<file path="src/rtl/fifo_ctrl_flex_if.sv">
// Handshake and status bundle between a FIFO user and fifo_ctrl_flex.
// master: requester side (drives rd/wr/flush/clr_err); slave: the controller.
interface fifo_ctrl_flex_if #(
    parameter int unsigned ADDR_WIDTH = 4
);
    logic                  rd;
    logic                  wr;
    logic                  flush;
    logic                  clr_err;
    logic                  wr_en;
    logic                  rd_en;
    logic [ADDR_WIDTH-1:0] w_addr;
    logic [ADDR_WIDTH-1:0] r_addr;
    logic [ADDR_WIDTH:0]   count;
    logic                  empty;
    logic                  full;
    logic                  almost_empty;
    logic                  almost_full;
    logic                  overflow;
    logic                  underflow;

    modport master (
        output rd, wr, flush, clr_err,
        input  wr_en, rd_en, w_addr, r_addr, count, empty, full,
               almost_empty, almost_full, overflow, underflow
    );

    modport slave (
        input  rd, wr, flush, clr_err,
        output wr_en, rd_en, w_addr, r_addr, count, empty, full,
               almost_empty, almost_full, overflow, underflow
    );
endinterface

</file>
<file path="src/rtl/fifo_ctrl_flex.sv">
// Pointer/occupancy controller for an external register-file FIFO with thresholds and flush.
// Define FIFO_CTRL_FLEX_ERR_EN to build the sticky overflow/underflow flags.
module fifo_ctrl_flex #(
    parameter int unsigned ADDR_WIDTH = 4,
    parameter int unsigned AF_THRESH  = (2 ** ADDR_WIDTH) - 2,
    parameter int unsigned AE_THRESH  = 1
) (
    input  logic                   clk,
    input  logic                   reset_n,
    fifo_ctrl_flex_if.slave        bus
);
    localparam int unsigned CW    = ADDR_WIDTH + 1;
    localparam int unsigned DEPTH = 2 ** ADDR_WIDTH;

    logic [ADDR_WIDTH-1:0] r_w_ptr;
    logic [ADDR_WIDTH-1:0] r_r_ptr;
    logic [CW-1:0]         r_count;
    logic [ADDR_WIDTH-1:0] w_w_ptr_nxt;
    logic [ADDR_WIDTH-1:0] w_r_ptr_nxt;
    logic [CW-1:0]         w_count_nxt;
    logic                  w_empty;
    logic                  w_full;
    logic                  w_wr_en;
    logic                  w_rd_en;
    logic                  w_ovf_evt;
    logic                  w_udf_evt;

    assign w_empty = (r_count == '0);
    assign w_full  = (r_count == CW'(DEPTH));

    // A write at full is accepted only when a simultaneous pop frees the slot.
    assign w_wr_en   = bus.wr & (~w_full | bus.rd) & ~bus.flush;
    assign w_rd_en   = bus.rd & ~w_empty & ~bus.flush;
    assign w_ovf_evt = bus.wr & ~w_wr_en & ~bus.flush;
    assign w_udf_evt = bus.rd & ~w_rd_en & ~bus.flush;

    always_comb begin
        w_w_ptr_nxt = r_w_ptr;
        w_r_ptr_nxt = r_r_ptr;
        w_count_nxt = r_count;
        if (bus.flush) begin
            w_w_ptr_nxt = '0;
            w_r_ptr_nxt = '0;
            w_count_nxt = '0;
        end else begin
            if (w_wr_en) w_w_ptr_nxt = r_w_ptr + ADDR_WIDTH'(1);
            if (w_rd_en) w_r_ptr_nxt = r_r_ptr + ADDR_WIDTH'(1);
            case ({w_wr_en, w_rd_en})
                2'b10:   w_count_nxt = r_count + CW'(1);
                2'b01:   w_count_nxt = r_count - CW'(1);
                default: w_count_nxt = r_count;
            endcase
        end
    end

    always_ff @(posedge clk or negedge reset_n) begin
        if (!reset_n) begin
            r_w_ptr <= '0;
            r_r_ptr <= '0;
            r_count <= '0;
        end else begin
            r_w_ptr <= w_w_ptr_nxt;
            r_r_ptr <= w_r_ptr_nxt;
            r_count <= w_count_nxt;
        end
    end

`ifdef FIFO_CTRL_FLEX_ERR_EN
    logic r_overflow;
    logic r_underflow;

    // Sticky flags; a new error in the same cycle as clr_err wins.
    always_ff @(posedge clk or negedge reset_n) begin
        if (!reset_n) begin
            r_overflow  <= 1'b0;
            r_underflow <= 1'b0;
        end else begin
            if (w_ovf_evt)        r_overflow  <= 1'b1;
            else if (bus.clr_err) r_overflow  <= 1'b0;
            if (w_udf_evt)        r_underflow <= 1'b1;
            else if (bus.clr_err) r_underflow <= 1'b0;
        end
    end

    assign bus.overflow  = r_overflow;
    assign bus.underflow = r_underflow;
`else
    logic w_unused_err;
    assign w_unused_err  = bus.clr_err ^ w_ovf_evt ^ w_udf_evt;
    assign bus.overflow  = 1'b0;
    assign bus.underflow = 1'b0;
`endif

    assign bus.wr_en        = w_wr_en;
    assign bus.rd_en        = w_rd_en;
    assign bus.w_addr       = r_w_ptr;
    assign bus.r_addr       = r_r_ptr;
    assign bus.count        = r_count;
    assign bus.empty        = w_empty;
    assign bus.full         = w_full;
    assign bus.almost_full  = (r_count >= CW'(AF_THRESH));
    assign bus.almost_empty = (r_count <= CW'(AE_THRESH));
endmodule

</file>
<file path="src/flat_wrapper.sv">
// flat-port wrapper written by rule: the top's interface ports become plain ports
module fifo_ctrl_flex_flat 
#(
    parameter int unsigned ADDR_WIDTH = 4,
    parameter int unsigned AF_THRESH  = (2 ** ADDR_WIDTH) - 2,
    parameter int unsigned AE_THRESH  = 1
)
  (clk, reset_n, bus_rd, bus_wr, bus_flush, bus_clr_err, bus_wr_en, bus_rd_en, bus_w_addr, bus_r_addr, bus_count, bus_empty, bus_full, bus_almost_empty, bus_almost_full, bus_overflow, bus_underflow);
  fifo_ctrl_flex_if #(.ADDR_WIDTH(ADDR_WIDTH)) bus_i ();
  input  logic clk;
  input  logic reset_n;
  input wire logic [$bits(bus_i.rd)-1:0] bus_rd;
  input wire logic [$bits(bus_i.wr)-1:0] bus_wr;
  input wire logic [$bits(bus_i.flush)-1:0] bus_flush;
  input wire logic [$bits(bus_i.clr_err)-1:0] bus_clr_err;
  output wire logic [$bits(bus_i.wr_en)-1:0] bus_wr_en;
  output wire logic [$bits(bus_i.rd_en)-1:0] bus_rd_en;
  output wire logic [$bits(bus_i.w_addr)-1:0] bus_w_addr;
  output wire logic [$bits(bus_i.r_addr)-1:0] bus_r_addr;
  output wire logic [$bits(bus_i.count)-1:0] bus_count;
  output wire logic [$bits(bus_i.empty)-1:0] bus_empty;
  output wire logic [$bits(bus_i.full)-1:0] bus_full;
  output wire logic [$bits(bus_i.almost_empty)-1:0] bus_almost_empty;
  output wire logic [$bits(bus_i.almost_full)-1:0] bus_almost_full;
  output wire logic [$bits(bus_i.overflow)-1:0] bus_overflow;
  output wire logic [$bits(bus_i.underflow)-1:0] bus_underflow;
  assign bus_i.rd = bus_rd;
  assign bus_i.wr = bus_wr;
  assign bus_i.flush = bus_flush;
  assign bus_i.clr_err = bus_clr_err;
  assign bus_wr_en = bus_i.wr_en;
  assign bus_rd_en = bus_i.rd_en;
  assign bus_w_addr = bus_i.w_addr;
  assign bus_r_addr = bus_i.r_addr;
  assign bus_count = bus_i.count;
  assign bus_empty = bus_i.empty;
  assign bus_full = bus_i.full;
  assign bus_almost_empty = bus_i.almost_empty;
  assign bus_almost_full = bus_i.almost_full;
  assign bus_overflow = bus_i.overflow;
  assign bus_underflow = bus_i.underflow;
  fifo_ctrl_flex #(.ADDR_WIDTH(ADDR_WIDTH), .AF_THRESH(AF_THRESH), .AE_THRESH(AE_THRESH)) u_core (.clk(clk), .reset_n(reset_n), .bus(bus_i));
endmodule
</file>
<file path="config.mk">
export PLATFORM = sky130hd
export DESIGN_NAME = fifo_ctrl_flex_flat
export DESIGN_NICKNAME = d
export VERILOG_FILES = /design/src/rtl/fifo_ctrl_flex_if.sv /design/src/rtl/fifo_ctrl_flex.sv /design/src/flat_wrapper.sv
export SDC_FILE = /design/constraint.sdc
export NUM_CORES = 1
export LEC_CHECK = 0
export CAP_MARGIN = 0
export CORE_MARGIN = 2
export CORE_UTILIZATION = 45
export CTS_CLUSTER_SIZE = 20
export DETAILED_ROUTE_END_ITERATION = 12
export PLACE_DENSITY = 0.79
export SYNTH_ARGS = -nofsm -noshare
export SYNTH_HDL_FRONTEND = slang
export SYNTH_SLANG_ARGS = --single-unit
export TNS_END_PERCENT = 50
</file>
<file path="constraint.sdc">
create_clock -name clk -period 2.84 [get_ports clk]
set_input_delay 0.426 -clock clk [delete_from_list [all_inputs] [get_ports clk]]
set_output_delay 0.426 -clock clk [all_outputs]
set_load 0.02 [all_outputs]
</file>
==> impl_metrics.ini <==
[clock_tree]
cts_post_setup_buffers_inserted = 0
cts.clk_slew.worst_paths_ns = 0.09
numClockSinks = 13
htree_levels = 1
cts_resized = 0
numCtsBuffers = 3
root_buffer = clkbuf_4
clockBufferDepth = 2
cts_hold_buf = 0
tritoncts = done
clk_latency_ns = 0.28

[detailed_routing]
drt-wirelength-per-cell_um = 13.05
dr_total_vias = 773
viasPerCell = 5.223
drt_iter0_markers = 15
wirelength_um = 1932
drt_pass1_iterations = 4
detail-route-antenna-nets = 0
drc = 0

[setup_path]
cp_cell_sequence = inv_1, ha_1, or4b_4, inv_1, nor2_1, clkdlybuf4s50_1
crit_fanout = 8
crit_slowest_cell = or4b_4
max_stage_delay_ns = 0.55
worstPathRequired_ns = 2.41
path_common_cell = inv_1
crit_type = reg2out
cp.arrival_ns = 2.32
cp-end-kind = output pin
start_kind = register

[finish]
fin_nets = 135
final_cells = 148
antenna_cells = 0
drive_gt1_share_pct = 11.57
mostFrequentLayoutCells = clkdlybuf4s50_1, nor2_1, dfrtp_1
n_fill_cell = 176
final_common_cell = clkdlybuf4s50_1
syn_to_final_growth_pct = 29.78

[flow_run]
maxCapViolCount = 0

[outcome]
status = finished, final reports clean

[synth]
yosys_most_used_dff = dfrtp_1
yosys_warnings = 0
ys_seq_area_share_pct = 35.52
ys_seq_elements = 13
synth_area_um2 = 915.9
synth.distinct_cells = 35
postSynthAreaPerCell_um2 = 9.442
syn_inst = 97
synth-edff-count = 0
async_flop_share_pct = 100.0

[place]
gp_congestion = 0.7839
dp_cells = 144
io_buffers = 23
hpwl_um = 1460

[power]
power_density_nw_per_um2 = 751.2
power.leakage_nw = 0.5586
ir_drop_uv = 491.5

[floorplanning]
die_area_um2 = 2412
io_pins = 27
core_um2 = 1942
start_util_pct = 47.16
die_x_um = 49.12
std_cell_rows = 16
fp.dieH_um = 49.12

[sta]
slew_violations = 0
slew-limit-headroom_pct = 57.78
setup_viol = 0
min_period_ns = 2.745
finalHoldViolCount = 0
fmax_mhz = 364.3
setup_tns_ns = 0
fin_crit_sh_pct = 96.66
tightest_slew_ns = 0.6173
fin_skew_ns = 0.01314

[global_route]
busiest_layer = met2
grt_pass1_vias = 769
met2_usage_pct = 29.95
track_usage_pct = 17.75
antenna_found_initial = 0
grt-ovfl-total = 0
grt_pass1_wl_um = 3346
grt.met3_usage_pct = 2.761
grt_max_degree = 17
grtUsageMet1_pct = 21.78

[min_path]
hold_class = in2async
==> cell usage after synthesis (3+ instances only) <==
cell,n,area (um2)
xor2_1,6,52.55
mux2i_1,3,30.03
nor2_1,13,48.80
inv_1,7,26.28
clkbuf_1,3,11.26
nor2b_1,3,18.77
dfrtp_1,13,325.3
nand3_1,3,15.01
a311oi_1,4,35.03
ha_1,7,87.58
nand2_1,4,15.01
==> critical path: cells and delay by family (launching register included) <==
kind / cells / cell delay [ns]
buf+inv: 3 / 0.76
fa+ha+maj: 1 / 0.22
simple gates: 2 / 0.60
flops: 1 / 0.47
==> report_power, final <==
| part | switching (mW) | leakage, nW | internal, mW |
|---|---|---|---|
| clock network | 0.0621 | 0.0150 | 0.0544 |
| registers | 0.0565 | 0.174 | 0.218 |
| logic | 0.264 | 0.369 | 0.239 |
==> final cells by class <==
cell class	instances	area (um2)	share of cell area, %
multi-input combinational	71	519.2	43.68
sequential	13	327.8	27.58
timing repair buffer	26	255.2	21.47
tap	27	33.78	2.842
clock buffer	4	26.28	2.211
inverter	7	26.28	2.211
==> cells by family (layout without fill, tap and decap cells) <==
group	after synthesis	in the layout	synth area share [%]
AND/OR/NAND/NOR	34	34	20.08
AO/OA/AOI/OAI	16	16	13.39
buffers and inverters	14	37	8.197
flip-flops	13	13	35.52
adder cells (fa/ha/maj)	7	7	9.562
XOR/XNOR	7	7	6.694
multiplexers	5	5	6.147
other	1	2	0.4094
==> through the flow <==
stage	hold WS, ns	setup WS (ns)	area, um2	total power, mW	util [%]
2_1_floorplan	0.1304	0.6597	919.6	0.6238	-
3_3_place_gp	0.5245	0.3650	1157	0.7610	59.60
3_5_place_dp	0.5258	0.3263	1157	0.7785	59.60
4_1_cts	0.5343	0.01280	1184	0.8969	60.95
5_1_grt	0.5555	-0.003440	1189	0.9616	61.21
6_report	0.5115	0.09474	1189	0.8929	61.21
==> state kept, by name (all words and copies together) (netlist names) <==
name,flops
u_core.bus.count,5
u_core.bus.w_addr,4
u_core.bus.r_addr,4
==> final timing paths <==
| kind | from | slack (ns) | cells past startpoint | end |
|---|---|---|---|---|
| max in group asynchronous | reset_n | 1.92 | 1 | u_core.bus.count[1]$_DFFE_PN0P_ |
| min in group clk | u_core.bus.w_addr[3]$_DFFE_PN0P_ | 0.54 | 2 | u_core.bus.w_addr[3]$_DFFE_PN0P_ |
| worst max register to register | u_core.bus.count[0]$_DFFE_PN0P_ | 0.73 | 6 | u_core.bus.count[2]$_DFFE_PN0P_ |
| worst max-delay path | u_core.bus.count[0]$_DFFE_PN0P_ | 0.09 | 6 | bus_rd_en |
| worst min-delay path | reset_n | 0.51 | 1 | u_core.bus.count[3]$_DFFE_PN0P_ |
| worst min register to register | u_core.bus.w_addr[3]$_DFFE_PN0P_ | 0.54 | 2 | u_core.bus.w_addr[3]$_DFFE_PN0P_ |
==> layer usage <==
metal | up-vias | routed length [um]
met5 | - | 0
met4 | 0 | 17
met3 | 4 | 126
li1 | 386 | -
met1 | 356 | 795
met2 | 27 | 993
Power figures use the tool's default switching activity.
